[src/rtl/memory_access_unit_pkg.sv]
// Shared memory-stage constants: bus op codes, funct3 access sizes, FSM states.
package memory_access_unit_pkg;

    localparam logic [1:0] MEM_OP_NONE  = 2'b00;
    localparam logic [1:0] MEM_OP_LOAD  = 2'b01;
    localparam logic [1:0] MEM_OP_STORE = 2'b10;

    localparam logic [2:0] MEM_B  = 3'b000;
    localparam logic [2:0] MEM_H  = 3'b001;
    localparam logic [2:0] MEM_W  = 3'b010;
    localparam logic [2:0] MEM_BU = 3'b100;
    localparam logic [2:0] MEM_HU = 3'b101;

    typedef enum logic [1:0] {
        ST_IDLE   = 2'b00,
        ST_REQ    = 2'b01,
        ST_WAIT_R = 2'b10
    } mau_state_t;

    // Encoding 11 is reserved and behaves like "no memory access".
    function automatic logic is_mem_access(input logic [1:0] op);
        return (op == MEM_OP_LOAD) || (op == MEM_OP_STORE);
    endfunction

endpackage

[src/rtl/memory_access_unit_if.sv]
// Data-memory request/grant/response bus between the memory stage and data memory.
interface memory_access_unit_if;
    logic        dmem_req;
    logic        dmem_we;
    logic [31:0] dmem_addr;
    logic [31:0] dmem_wdata;
    logic [3:0]  dmem_wstrb;
    logic        dmem_gnt;
    logic        dmem_rvalid;
    logic [31:0] dmem_rdata;

    modport master (
        output dmem_req, dmem_we, dmem_addr, dmem_wdata, dmem_wstrb,
        input  dmem_gnt, dmem_rvalid, dmem_rdata
    );

    modport slave (
        input  dmem_req, dmem_we, dmem_addr, dmem_wdata, dmem_wstrb,
        output dmem_gnt, dmem_rvalid, dmem_rdata
    );
endinterface

[src/rtl/memory_access_unit_load_store_align.sv]
// Combinational lane logic: store strobes/replication, load extraction/extension,
// natural-alignment check.
module load_store_align
    import memory_access_unit_pkg::*;
(
    input  logic [1:0]  addr_lo,
    input  logic [2:0]  sel,
    input  logic [31:0] store_data,
    input  logic [31:0] rdata,
    output logic [31:0] wdata,
    output logic [3:0]  wstrb,
    output logic [31:0] load_value,
    output logic        misaligned
);

    logic [31:0] shifted;

    // Size is carried by sel[1:0]; the unsigned bit does not change alignment or lanes.
    always_comb begin
        misaligned = 1'b0;
        wdata      = store_data;
        wstrb      = 4'b1111;
        case (sel[1:0])
            2'b00: begin
                wdata = {4{store_data[7:0]}};
                wstrb = 4'b0001 << addr_lo;
            end
            2'b01: begin
                misaligned = addr_lo[0];
                wdata      = {2{store_data[15:0]}};
                wstrb      = addr_lo[1] ? 4'b1100 : 4'b0011;
            end
            2'b10: begin
                misaligned = (addr_lo != 2'b00);
            end
            default: ;
        endcase
    end

    // Shift the addressed lane down to bit 0, then extend.
    always_comb begin
        shifted    = rdata >> {addr_lo, 3'b000};
        load_value = shifted;
        case (sel)
            MEM_B:   load_value = {{24{shifted[7]}}, shifted[7:0]};
            MEM_BU:  load_value = {24'h0, shifted[7:0]};
            MEM_H:   load_value = {{16{shifted[15]}}, shifted[15:0]};
            MEM_HU:  load_value = {16'h0, shifted[15:0]};
            default: load_value = shifted;
        endcase
    end

endmodule

[src/rtl/memory_access_unit.sv]
// RV32I memory stage: runs load/store transactions on the data bus, stalls
// upstream while one is outstanding, and registers results for writeback.
//
// state   | meaning
// IDLE    | accepting a new instruction from execute
// REQ     | bus request held until granted
// WAIT_R  | load granted, waiting for read data
module memory_access_unit
    import memory_access_unit_pkg::*;
(
    input  logic                 clk,
    input  logic                 rst,
    input  logic                 in_valid,
    input  logic [31:0]          alu_result,
    input  logic [31:0]          rs2_data,
    input  logic [1:0]           mem_op,
    input  logic [2:0]           mem_sel,
    input  logic [1:0]           wb_sel,
    input  logic [4:0]           rd,
    input  logic                 reg_we,
    input  logic [31:0]          pc_next,
    input  logic [31:0]          pc_adder_result,
    output logic                 stall,
    memory_access_unit_if.master dmem,
    output logic                 out_valid,
    output logic [31:0]          load_data,
    output logic [31:0]          alu_result_out,
    output logic [1:0]           wb_sel_out,
    output logic [4:0]           rd_out,
    output logic                 reg_we_out,
    output logic [31:0]          pc_next_out,
    output logic [31:0]          pc_adder_result_out,
    output logic                 misaligned
);

    mau_state_t  state_q, state_d;
    logic        req_c;

    logic [31:0] cap_addr, cap_wdata, cap_pc_next, cap_pc_adder;
    logic [3:0]  cap_wstrb;
    logic [2:0]  cap_sel;
    logic        cap_load, cap_reg_we;
    logic [1:0]  cap_wb_sel;
    logic [4:0]  cap_rd;

    logic [1:0]  align_addr;
    logic [2:0]  align_sel;
    logic [31:0] align_wdata, align_load;
    logic [3:0]  align_wstrb;
    logic        align_mis;

    logic        take, is_mem_in, mis_in, done_direct, done_store, done_load;

    // In IDLE the aligner looks at the incoming instruction; otherwise at the captured one.
    assign align_addr = (state_q == ST_IDLE) ? alu_result[1:0] : cap_addr[1:0];
    assign align_sel  = (state_q == ST_IDLE) ? mem_sel : cap_sel;

    load_store_align u_align (
        .addr_lo    (align_addr),
        .sel        (align_sel),
        .store_data (rs2_data),
        .rdata      (dmem.dmem_rdata),
        .wdata      (align_wdata),
        .wstrb      (align_wstrb),
        .load_value (align_load),
        .misaligned (align_mis)
    );

    assign take        = (state_q == ST_IDLE) && in_valid;
    assign is_mem_in   = is_mem_access(mem_op);
    assign mis_in      = is_mem_in && align_mis;
    assign done_direct = take && !(is_mem_in && !align_mis);
    assign done_store  = (state_q == ST_REQ) && dmem.dmem_gnt && !cap_load;
    assign done_load   = (state_q == ST_WAIT_R) && dmem.dmem_rvalid;

    assign dmem.dmem_req   = req_c;
    assign dmem.dmem_we    = req_c && !cap_load;
    assign dmem.dmem_addr  = {cap_addr[31:2], 2'b00};
    assign dmem.dmem_wdata = cap_wdata;
    assign dmem.dmem_wstrb = cap_wstrb;

    // State register.
    always_ff @(posedge clk or posedge rst) begin
        if (rst) state_q <= ST_IDLE;
        else     state_q <= state_d;
    end

    // Next-state, bus request and stall.
    always_comb begin
        state_d = state_q;
        stall   = 1'b0;
        req_c   = 1'b0;
        case (state_q)
            ST_IDLE: begin
                if (in_valid && is_mem_in && !align_mis) state_d = ST_REQ;
            end
            ST_REQ: begin
                stall = 1'b1;
                req_c = 1'b1;
                if (dmem.dmem_gnt) state_d = cap_load ? ST_WAIT_R : ST_IDLE;
            end
            ST_WAIT_R: begin
                stall = 1'b1;
                if (dmem.dmem_rvalid) state_d = ST_IDLE;
            end
            default: state_d = ST_IDLE;
        endcase
    end

    // Capture the instruction; loads carry zero strobes so they never look like writes.
    always_ff @(posedge clk or posedge rst) begin
        if (rst) begin
            cap_addr     <= '0;
            cap_sel      <= '0;
            cap_load     <= 1'b0;
            cap_wdata    <= '0;
            cap_wstrb    <= '0;
            cap_wb_sel   <= '0;
            cap_rd       <= '0;
            cap_reg_we   <= 1'b0;
            cap_pc_next  <= '0;
            cap_pc_adder <= '0;
        end else if (take) begin
            cap_addr     <= alu_result;
            cap_sel      <= mem_sel;
            cap_load     <= (mem_op == MEM_OP_LOAD);
            cap_wdata    <= (mem_op == MEM_OP_STORE) ? align_wdata : '0;
            cap_wstrb    <= (mem_op == MEM_OP_STORE) ? align_wstrb : '0;
            cap_wb_sel   <= wb_sel;
            cap_rd       <= rd;
            cap_reg_we   <= reg_we;
            cap_pc_next  <= pc_next;
            cap_pc_adder <= pc_adder_result;
        end
    end

    // Writeback-facing results, updated only when an instruction completes.
    always_ff @(posedge clk or posedge rst) begin
        if (rst) begin
            out_valid           <= 1'b0;
            load_data           <= '0;
            alu_result_out      <= '0;
            wb_sel_out          <= '0;
            rd_out              <= '0;
            reg_we_out          <= 1'b0;
            pc_next_out         <= '0;
            pc_adder_result_out <= '0;
            misaligned          <= 1'b0;
        end else begin
            out_valid <= 1'b0;
            if (done_direct) begin
                out_valid           <= 1'b1;
                load_data           <= '0;
                alu_result_out      <= alu_result;
                wb_sel_out          <= wb_sel;
                rd_out              <= rd;
                reg_we_out          <= reg_we && !mis_in;
                pc_next_out         <= pc_next;
                pc_adder_result_out <= pc_adder_result;
                misaligned          <= mis_in;
            end else if (done_store || done_load) begin
                out_valid           <= 1'b1;
                load_data           <= done_load ? align_load : '0;
                alu_result_out      <= cap_addr;
                wb_sel_out          <= cap_wb_sel;
                rd_out              <= cap_rd;
                reg_we_out          <= cap_reg_we;
                pc_next_out         <= cap_pc_next;
                pc_adder_result_out <= cap_pc_adder;
                misaligned          <= 1'b0;
            end
        end
    end

endmodule

[src/flat_wrapper.sv]
// flat-port wrapper written by rule: the top's interface ports become plain ports
module memory_access_unit_flat import memory_access_unit_pkg::*;
  (clk, rst, in_valid, alu_result, rs2_data, mem_op, mem_sel, wb_sel, rd, reg_we, pc_next, pc_adder_result, stall, out_valid, load_data, alu_result_out, wb_sel_out, rd_out, reg_we_out, pc_next_out, pc_adder_result_out, misaligned, dmem_dmem_req, dmem_dmem_we, dmem_dmem_addr, dmem_dmem_wdata, dmem_dmem_wstrb, dmem_dmem_gnt, dmem_dmem_rvalid, dmem_dmem_rdata);
  memory_access_unit_if dmem_i ();
  input  logic clk;
  input  logic rst;
  input  logic in_valid;
  input  logic [31:0] alu_result;
  input  logic [31:0] rs2_data;
  input  logic [1:0] mem_op;
  input  logic [2:0] mem_sel;
  input  logic [1:0] wb_sel;
  input  logic [4:0] rd;
  input  logic reg_we;
  input  logic [31:0] pc_next;
  input  logic [31:0] pc_adder_result;
  output logic stall;
  output logic out_valid;
  output logic [31:0] load_data;
  output logic [31:0] alu_result_out;
  output logic [1:0] wb_sel_out;
  output logic [4:0] rd_out;
  output logic reg_we_out;
  output logic [31:0] pc_next_out;
  output logic [31:0] pc_adder_result_out;
  output logic misaligned;
  output wire logic [$bits(dmem_i.dmem_req)-1:0] dmem_dmem_req;
  output wire logic [$bits(dmem_i.dmem_we)-1:0] dmem_dmem_we;
  output wire logic [$bits(dmem_i.dmem_addr)-1:0] dmem_dmem_addr;
  output wire logic [$bits(dmem_i.dmem_wdata)-1:0] dmem_dmem_wdata;
  output wire logic [$bits(dmem_i.dmem_wstrb)-1:0] dmem_dmem_wstrb;
  input wire logic [$bits(dmem_i.dmem_gnt)-1:0] dmem_dmem_gnt;
  input wire logic [$bits(dmem_i.dmem_rvalid)-1:0] dmem_dmem_rvalid;
  input wire logic [$bits(dmem_i.dmem_rdata)-1:0] dmem_dmem_rdata;
  assign dmem_dmem_req = dmem_i.dmem_req;
  assign dmem_dmem_we = dmem_i.dmem_we;
  assign dmem_dmem_addr = dmem_i.dmem_addr;
  assign dmem_dmem_wdata = dmem_i.dmem_wdata;
  assign dmem_dmem_wstrb = dmem_i.dmem_wstrb;
  assign dmem_i.dmem_gnt = dmem_dmem_gnt;
  assign dmem_i.dmem_rvalid = dmem_dmem_rvalid;
  assign dmem_i.dmem_rdata = dmem_dmem_rdata;
  memory_access_unit u_core (.clk(clk), .rst(rst), .in_valid(in_valid), .alu_result(alu_result), .rs2_data(rs2_data), .mem_op(mem_op), .mem_sel(mem_sel), .wb_sel(wb_sel), .rd(rd), .reg_we(reg_we), .pc_next(pc_next), .pc_adder_result(pc_adder_result), .stall(stall), .dmem(dmem_i), .out_valid(out_valid), .load_data(load_data), .alu_result_out(alu_result_out), .wb_sel_out(wb_sel_out), .rd_out(rd_out), .reg_we_out(reg_we_out), .pc_next_out(pc_next_out), .pc_adder_result_out(pc_adder_result_out), .misaligned(misaligned));
endmodule
[config.mk]
export PLATFORM = sky130hd
export DESIGN_NAME = memory_access_unit_flat
export DESIGN_NICKNAME = d
export VERILOG_FILES = /design/src/rtl/memory_access_unit_pkg.sv /design/src/rtl/memory_access_unit_if.sv /design/src/rtl/memory_access_unit_load_store_align.sv /design/src/rtl/memory_access_unit.sv /design/src/flat_wrapper.sv
export SDC_FILE = /design/constraint.sdc
export NUM_CORES = 1
export LEC_CHECK = 0
export BUFFER_PORTS_ARGS = -buffer_cell sky130_fd_sc_hd__buf_2
export CAP_MARGIN = 25
export CORE_MARGIN = 2
export CORE_UTILIZATION = 35
export CTS_CLUSTER_SIZE = 8
export DETAILED_ROUTE_END_ITERATION = 6
export PLACE_DENSITY_LB_ADDON = 0.25
export SLEW_MARGIN = 20
export SYNTH_ARGS = -nofsm -noshare
export SYNTH_HDL_FRONTEND = slang
export SYNTH_SLANG_ARGS = --single-unit
[constraint.sdc]
create_clock -name clk -period 27.9 [get_ports clk]
set_input_delay 5.58 -clock clk [delete_from_list [all_inputs] [get_ports clk]]
set_output_delay 5.58 -clock clk [all_outputs]
set_load 0.1 [all_outputs]
### Word level (Yosys, flattened, before mapping)

Index checks and enable logic that the tools add are counted.

| word-level totals | value |
|---|---|
| register bits | 284 |
| input port bits | 178 |

| cells by class | value |
|---|---|
| reductions and logical operators | 24 |
| shifts and indexed selects | 2 |
| mux-type cells | 35 |
| eq/ne operators | 12 |

Operator list:

| operator | count |
|---|---|
| 32-bit 2-to-1 mux | 10 |
| 32-bit one-hot mux with 4 select lines | 1 |
| 32-bit one-hot mux with 2 select lines | 1 |
| 32-bit by 5-bit >> shifter with 32-bit output | 1 |
| 2-bit 2-to-1 mux | 7 |
| 1-bit logical AND | 11 |
| 5-bit 2-to-1 mux | 2 |
| 1-bit 2-to-1 mux | 8 |
| 4-bit 2-to-1 mux | 2 |
| 4-bit one-hot mux with 2 select lines | 1 |
| 2-bit by 1-bit equality test with 1-bit output (second input constant) | 3 |
| 2-bit equality test (second input constant) | 3 |
| 3-bit equality test (second input constant) | 2 |
| 2-bit inequality test (second input constant) | 3 |
| 2-bit one-hot mux with 3 select lines | 1 |
| 1-bit zero test | 4 |
| 2-bit zero test | 2 |
| 2-bit nonzero test | 2 |
| 1-bit by 2-bit << shifter with 4-bit output (first input constant) | 1 |
| 3-bit by 1-bit equality test with 1-bit output (second input constant) | 1 |
| 3-bit zero test | 1 |
| 3-bit 2-to-1 mux | 1 |
| 3-bit AND reduction | 1 |
| 1-bit logical OR | 2 |
| other kinds (2) | 2 |

### Logic depth before layout (Yosys ltp)

Gate-level depths: netlist (run 1).

| logic depth | value |
|---|---|
| depth after elaboration | 9 |
| gate-level depth with buffers | 14 |
| mapped depth without buffers | 9 |

### By module

Synthesis (run 1) repeated with hierarchy kept, for this count alone.

| second synthesis, totals | value |
|---|---|
| cells, all modules | 1543 |
| area, all modules | 13810.7 µm² |

Modules (own cells, without submodules):

| module | area an instance (µm²) | cells an instance | instances |
|---|---|---|---|
| memory_access_unit | 12518.3 | 1357 | 1 |
| load_store_align | 1292.5 | 186 | 1 |

### Least setup slack after synthesis (run 1)

Ideal clock, no wire load.

| path | value |
|---|---|
| path type | reg-to-output |
| from | register u_core.state_q[1] |
| to | output port dmem_dmem_we |
| slack | 19550 ps |
| required time | 22320 ps |
| data arrival time | 2770 ps |
| stages on the path, launching flop included | 5 |
| cell sequence | dfrtp_1 > inv_1 > ha_1 > inv_1 > nor2_1 |

| between the ends | value |
|---|---|
| word-level cells in the longest chain between the ends | 3 |

RTL lines:

| item | line | source |
|---|---|---|
| start: declaration | memory_access_unit.sv:36 | `mau_state_t state_q, state_d;` |
| start signal: assignment | memory_access_unit.sv:85 | `else state_q <= state_d;` |
| 2-bit by 1-bit equality test with 1-bit output | memory_access_unit.sv:93 | `case (state_q)` |
| 1-bit 2-to-1 mux | memory_access_unit.sv:93 |  |
| net dmem_dmem_req | flat_wrapper.sv:27 | `output wire logic [$bits(dmem_i.dmem_req)-1:0] dmem_dmem_req;` |
| 1-bit logical AND | memory_access_unit.sv:77 | `assign dmem.dmem_we = req_c && !cap_load;` |
| end: declaration | flat_wrapper.sv:28 | `output wire logic [$bits(dmem_i.dmem_we)-1:0] dmem_dmem_we;` |

The timed path passes the listed nets, and every way through them passes these cells.

### Worst setup path after layout (run 1)

| path | value |
|---|---|
| from | input port mem_sel[1] |
| to | register u_core.pc_next_out[7] |

| between the ends | value |
|---|---|
| word-level cells in the longest chain between the ends | 8 |

RTL lines:

| item | line | source |
|---|---|---|
| start: declaration | flat_wrapper.sv:11 | `input logic [2:0] mem_sel;` |
| 3-bit 2-to-1 mux * | memory_access_unit.sv:56 | `assign align_sel = (state_q == ST_IDLE) ? mem_sel : cap_sel;` |
| 2-bit equality test or 2-bit by 1-bit equality test with 1-bit output (tied branches) | memory_access_unit_load_store_align.sv:23 | `case (sel[1:0])` |
| 1-bit one-hot mux with 2 select lines * | memory_access_unit_load_store_align.sv:23 |  |
| 1-bit zero test * | memory_access_unit.sv:72 | `assign done_direct = take && !(is_mem_in && !align_mis);` |
| 1-bit logical AND * | memory_access_unit.sv:72 |  |
| 1-bit zero test * | memory_access_unit.sv:72 |  |
| 1-bit logical AND * | memory_access_unit.sv:72 |  |
| 32-bit 2-to-1 mux or 2-bit nonzero test (tied branches) | - |  |
| end signal: assignment | memory_access_unit.sv:158 | `pc_next_out <= pc_next;` |
| end signal: assignment | memory_access_unit.sv:168 | `pc_next_out <= cap_pc_next;` |
| end: declaration | memory_access_unit.sv:31 | `output logic [31:0] pc_next_out,` |

Mark *: on every way between the ends. The rest lies on a longest branch, timed or not.
A chain may end at the register's enable or synchronous reset.

==> flow_summary.ini, run 1 <==
[outcome]
status = finished clean

[worst_setup_path]
cp-startpoint = mem_sel[1]
cp_max_fo = 68
r2r_slack_ps = 23410
critPathLaunchType = primary input
worst_path_most_repeated_cell = buf_4
path_cells = buf_2, mux2i_4, buf_4, inv_2, ha_1, a21oi_1, o31a_1, nor2_4, buf_4, o21ai_0
cp.required_ps = 28270
reg2reg_to = u_core.pc_next_out[7]$_DFFE_PP0P_
cpMaxStageDelayCell = buf_4
critical_path.max_stage_delay_ps = 720
worst-setup-path-type = primary input to flop
reg2reg_from = u_core.state_q[0]$_DFFE_PP0P_
path_buf_inv = 4
worstPathArrival_ps = 8920
path_delay_family = buffers and inverters
reg2reg_depth = 11
crit_path_end_kind = flop

[min_path]
worstHoldPathType = flop to flop
whs_endpoint = u_core.dmem.dmem_wdata[7]$_DFFE_PP0P_
min_from = u_core.dmem.dmem_wdata[7]$_DFFE_PP0P_
hold_depth = 2

[yosys]
synth_fa_ha_area_share_pct = 0.961
yosysWarningCount = 0
synth-seq-area-share_pct = 54.6
async_reset_ff_share_pct = 100
synth_xor_area_share_pct = 0
synthMuxAreaShare_pct = 9.49
synth_compound_area_share_pct = 11.2
synth_top_family_by_area = simple AND/OR/NAND/NOR gates
ys_ff_latch = 284
syn_area_um2 = 13000
yosys_most_used_dff = dfrtp_1
synth_area_per_cell_um2 = 9.44
synth_edf_count = 0
yosysUniqueCellTypes = 43
yosys.area_share.simple_pct = 18.3
synthCells = 1378

[die]
num_rows = 70
die_h_um = 197
die_width_um = 197
design.core.area_um2 = 36600
start_util_pct = 35.6
io_pins = 387
die_area_um2 = 38700

[placement]
hpwl_um = 26100
place_congestion = 0.862
numPortBuffers = 384

[routing]
highest_layer = met5
ant_nets = 0
viasPerCell = 5.12
drcViolationCount = 0
met3_length_um = 3080
via_count = 11100
dr.pass1.iters = 5
wirelength_um = 39800
wl_per_cell_um = 18.4
met1_length_um = 16900
met2WireLength_um = 18600
drt_iter0_markers = 691

[sta]
hold_viol_final = 0
min_period_over_period_pct = 30.7
worst_pin_slew_ps = 1010
relSlewSlack_pct = 32.8
finClkSkew_ps = 10.1
finalMaxSlewViolations = 0
rsz0062_at_grt = false
max_freq_mhz = 117
period_minus_slack_ps = 8550
setup_violations = 0
fin_tns_setup_ps = 0

[grt]
antenna_found_initial = 9
track_usage_pct = 20.0
overflow = 0
grt_start_max_net_pins = 112
grt_pass1_vias = 10800
grt_pass1_wl_um = 61300

[clock_tree]
clkLatencyLatePin_ps = 530
clock-root-buffer = clkbuf_16
clk_pin_slew_ps = 50
postCtsHoldBufs = 0
cts_resized = 0
htreeDepth = 2
cts_tree = built
clkSinkCount = 284
clock_path_buffers = 3
post_cts_buffers = 0
cts_made_buffers = 41

[cells_and_area]
drive_above_1_share_pct = 27.4
nets = 1879
area_growth_syn_to_layout_pct = 24.4

[job]
maxCapViolCount = 0
## registers in the layout, summed over array words and instances (netlist names), 2 cells and up
signal	count
u_core.cap_pc_adder	32
u_core.wb_sel_out	2
u_core.pc_next_out	32
u_core.cap_addr	32
u_core.cap_rd	5
u_core.alu_result_out	32
u_core.dmem.dmem_wstrb	4
u_core.cap_sel	3
u_core.state_q	2
u_core.dmem.dmem_wdata	32
u_core.rd_out	5
u_core.cap_pc_next	32
u_core.cap_wb_sel	2
u_core.pc_adder_result_out	32
u_core.load_data	32
## worst min-delay path: stages (launching register included)
cell and delay (ps):
dfrtp_1 330, nand2_1 50, nand2_1 40
## cell usage in the layout, fill, tap and decap left out, drive strengths merged, types with 10 or more instances in the layout
cell / Yosys / routed
nand2: 430 / 430
buf: 50 / 403
dfrtp: 284 / 284
o21ai: 148 / 148
nand3: 121 / 121
mux2i: 118 / 118
clkbuf: 84 / 42
a32o: 24 / 24
nor2: 23 / 23
inv: 14 / 14
a22o: 13 / 13
a21oi: 13 / 13
ha: 10 / 10
## kinds of logic after synthesis
group	count (synthesis)
AOI/OAI and AO/OA	227
adders and majority gates	10
buffers and inverters	148
DFF	284
muxes	121
other	1
and+or+nand+nor	587
## per-layer routing
layer,GRT usage (%),vias to the layer above
li1,-,5261
met1,26.4,5393
met3,5.03,66
met2,31.4,386
met4,8.35,2
met5,0,-
## worst max-delay path by stage
| stage | slack, ps | depth (start not counted) | to |
|---|---|---|---|
| final | 19350 | 10 | u_core.pc_next_out[7]$_DFFE_PP0P_ |
| after global routing | 19120 | 10 | u_core.pc_next_out[16]$_DFFE_PP0P_ |
| after CTS | 19380 | 10 | u_core.pc_next_out[7]$_DFFE_PP0P_ |
| after detailed placement | 18800 | 10 | u_core.pc_next_out[7]$_DFFE_PP0P_ |
| after global placement | 18900 | 10 | u_core.pc_next_out[7]$_DFFE_PP0P_ |
| after floorplan | 14480 | 1 | u_core.alu_result_out[0]$_DFFE_PP0P_ |
## final cells by class
| class | count | area, um2 |
|---|---|---|
| clock buffers | 42 | 1030 |
| inverters | 14 | 60.1 |
| clock inverters | 1 | 5.00 |
| repair buffers | 403 | 2120 |
| well taps | 468 | 586 |
| diodes | 9 | 22.5 |
| flip-flops and latches | 284 | 7110 |
| multi-input cells | 947 | 5250 |
| fillers | 3596 | 20400 |
## stage by stage
step	util [%]	hold WS (ps)	instances	area, um2	setup slack [ps]
after global placement	41.1	447	2113	15000	18900
after CTS	44.0	462	2157	16100	19380
after detailed placement	41.2	450	2114	15100	18800
final	44.2	455	2168	16200	19350
after floorplan	-	442	1379	13000	14480
after global routing	44.2	487	2165	16200	19120
## cells in the mapped netlist, types with 2 or more instances
library cell,count,area (um2)
nand3_1,121,606
and3_1,9,56.3
buf_6,3,33.8
mux2i_1,116,1160
a32o_1,24,240
a22oi_1,2,15.0
a21oi_1,12,60.1
dfrtp_1,284,7110
o2bb2ai_1,8,70.1
ha_1,10,125
inv_1,13,48.8
o21ai_0,148,741
a222oi_1,7,70.1
buf_4,32,240
buf_1,10,37.5
a22o_1,13,114
mux2_2,2,22.5
nand2_1,430,1610
clkbuf_1,84,315
buf_2,5,25.0
nor2_1,23,86.3
Power of run 1 is not shown: default switching activity piles up to over one toggle a cycle in this logic, so the estimate is an artifact.
==> inputs of run 2 (changes only) <==
--- a/config.mk
+++ b/config.mk
@@ -5,6 +5,7 @@
 export SDC_FILE = /design/constraint.sdc
 export NUM_CORES = 1
 export LEC_CHECK = 0
+export ABC_AREA = 1
 export BUFFER_PORTS_ARGS = -buffer_cell sky130_fd_sc_hd__buf_2
 export CAP_MARGIN = 25
 export CORE_MARGIN = 2
==> constraint.sdc (replaced) <==
create_clock -name clk -period 7.5 [get_ports clk]
set_input_delay 1.5 -clock clk [delete_from_list [all_inputs] [get_ports clk]]
set_output_delay 1.5 -clock clk [all_outputs]
set_load 0.1 [all_outputs]
==> run 2 against run 1 <==
Global-route usage up 0.57 points. Via count up 15%. Area after synthesis is 8.8% higher. Critical path depth is 5 higher. Worst hold slack improved by 16 ps. Critical endpoint is now u_core.pc_next_out[3]$_DFFE_PP0P_. Highest routed layer unchanged.
==> flow_summary.ini, run 2 <==
[worst_setup_path]
worstPathArrival_ps = 4190
cp.required_ps = 7930
crit_path_end_kind = flop
critPathLaunchType = primary input
cp_max_fo = 124
worst-setup-path-type = primary input to flop

[yosys]
synth_xor_area_share_pct = 0
ys_ff_latch = 284
yosysTopAreaCellShare_pct = 50.2
yosysUniqueCellTypes = 32
synth_compound_area_share_pct = 11.5
synthCells = 1789
yosysMostFrequentCell = nand2_1
yosysTopAreaCell = dfrtp_1
syn_area_um2 = 14200
synth_top_family_by_area = simple AND/OR/NAND/NOR gates
yosys_most_used_dff = dfrtp_1
yosys-top-cells-count = nand2_1 (571), dfrtp_1 (284), o21ai_0 (219)
async_reset_ff_share_pct = 100
synth-seq-area-share_pct = 50.2
synth_area_per_cell_um2 = 7.91
synth_fa_ha_area_share_pct = 0.884
synthMuxAreaShare_pct = 0
synth_edf_count = 0
yosys.area_share.simple_pct = 27.0
yosys-top-cells-area = dfrtp_1 (50%), nand2_1 (15%), o21ai_0 (7.7%)
yosysWarningCount = 0

[die]
die_width_um = 205
design.core.area_um2 = 39800
num_rows = 73
die_area_um2 = 42100
start_util_pct = 35.5
die_h_um = 205
io_pins = 387

[min_path]
worstHoldPathType = flop to flop

[clock_tree]
htreeDepth = 2
cts_resized = 0
clkLatencyLatePin_ps = 540
clock-root-buffer = clkbuf_16
postCtsHoldBufs = 0
clkSinkCount = 284
clock_path_buffers = 3
post_cts_buffers = 0
cts_tree = built
clk_pin_slew_ps = 50
cts_made_buffers = 41

[routing]
drt_iter0_markers = 779
dr.pass1.iters = 6
viasPerCell = 4.89
drcViolationCount = 0
wirelength_um = 43600
wl_per_cell_um = 16.7
via_count = 12800
ant_nets = 0

[placement]
numPortBuffers = 384
hpwl_um = 28600
place_congestion = 0.871
postPlaceCellArea_um2 = 16100

[sta]
relSlewSlack_pct = 30.3
setup_violations = 0
finClkSkew_ps = 13.8
holdWs_ps = 470
finalMaxSlewViolations = 0
hold_viol_final = 0
period_minus_slack_ps = 3760
fin_tns_setup_ps = 0
worst_pin_slew_ps = 1050
max_freq_mhz = 266
min_period_over_period_pct = 50.1
rsz0062_at_grt = false

[job]
maxCapViolCount = 0

[cells_and_area]
final_cell_mix = nand2_1 (570), buf_2 (384), dfrtp_1 (284), o21ai_0 (219), inv_1 (183)
fin_area_um2 = 17300
nets = 2270
area_growth_syn_to_layout_pct = 22.1
drive_above_1_share_pct = 23.8
final_common_cell = nand2_1

[grt]
track_usage_pct = 20.6
antenna_found_initial = 10
overflow = 0
grt_pass1_vias = 12400
grt_start_max_net_pins = 153
grt_pass1_wl_um = 68400

[outcome]
status = finished clean
-- run 2: cell types whose count changed in the layout (fill, tap and decap cells not counted), sizes merged, moves of 40 or more --
cell    change
inv       +173
nand2     +151
mux2i     -118
o21ai      +77
nand3b     +52
nand3      +41
nor2       +40
-- run 2: logic make-up (layout without fill, tap and decap cells) --
family	after synthesis	count (layout)
buffers and inverters	336	631
AO/OA/AOI/OAI	277	277
other	1	10
AND/OR/NAND/NOR	881	881
adder cells (fa/ha/maj)	10	10
flip-flops	284	284
-- run 2: path summary, 6_finish.rpt --
kind                                                    from                                endpoint  slack [ps]  cells after the start
hold reg to reg            u_core.cap_pc_next[0]$_DFFE_PP0P_       u_core.cap_pc_next[0]$_DFFE_PP0P_         470                      2
max in group asynchronous                                rst  u_core.dmem.dmem_wdata[16]$_DFFE_PP0P_        5180                      3
setup reg to reg               u_core.state_q[0]$_DFFE_PP0P_      u_core.pc_next_out[16]$_DFFE_PP0P_        3800                     16
min in group asynchronous                                rst          u_core.cap_addr[3]$_DFFE_PP0P_        1050                      2
setup / recovery                                  mem_sel[1]       u_core.pc_next_out[3]$_DFFE_PP0P_        3740                     15
hold / removal             u_core.cap_pc_next[0]$_DFFE_PP0P_       u_core.cap_pc_next[0]$_DFFE_PP0P_         470                      2
-- run 2: final cells by class --
cell class | instances | area [um2]
Inverter | 188 | 719
Tap cell | 525 | 657
Multi-Input combinational cell | 1170 | 5600
Sequential cell | 284 | 7110
Timing Repair Buffer | 397 | 2060
Clock buffer | 45 | 1100
Clock inverter | 1 | 8.76
Fill cell | 4099 | 22500
Antenna cell | 8 | 20.0
-- run 2: through the flow --
stage | util [%] | worst slack (ps) | instances
6_report | 43.4 | 3740 | 2618
5_1_grt | 43.4 | 3420 | 2615
4_1_cts | 43.3 | 3770 | 2609
3_5_place_dp | 40.5 | 3170 | 2563
3_3_place_gp | 40.5 | 3260 | 2563
2_1_floorplan | - | 2240 | 1790
-- run 2: layer usage --
metal  routed length [um]  up-vias  GRT usage, %  part of all wire [%]
met3                 4180       60          7.48                   9.6
met4                  847        8          5.63                   1.9
met1                19100     6074          27.1                    44
met5                   55        -             0                  0.13
li1                     -     6211             -                     -
met2                19500      457          31.9                    45
-- run 2: worst max-delay path, cell delays in order --
cell and delay (ps):
buf_2 90, inv_1 60, nand2_1 50, nand2_1 90, inv_1 300, ha_1 330, inv_1 50, nand2_1 80
nand3_4 90, nand2_4 130, nand2_8 580, buf_4 480, nand3b_1 130, nand2_1 110, inv_1 40
Power of run 2 is left out for the same reason.
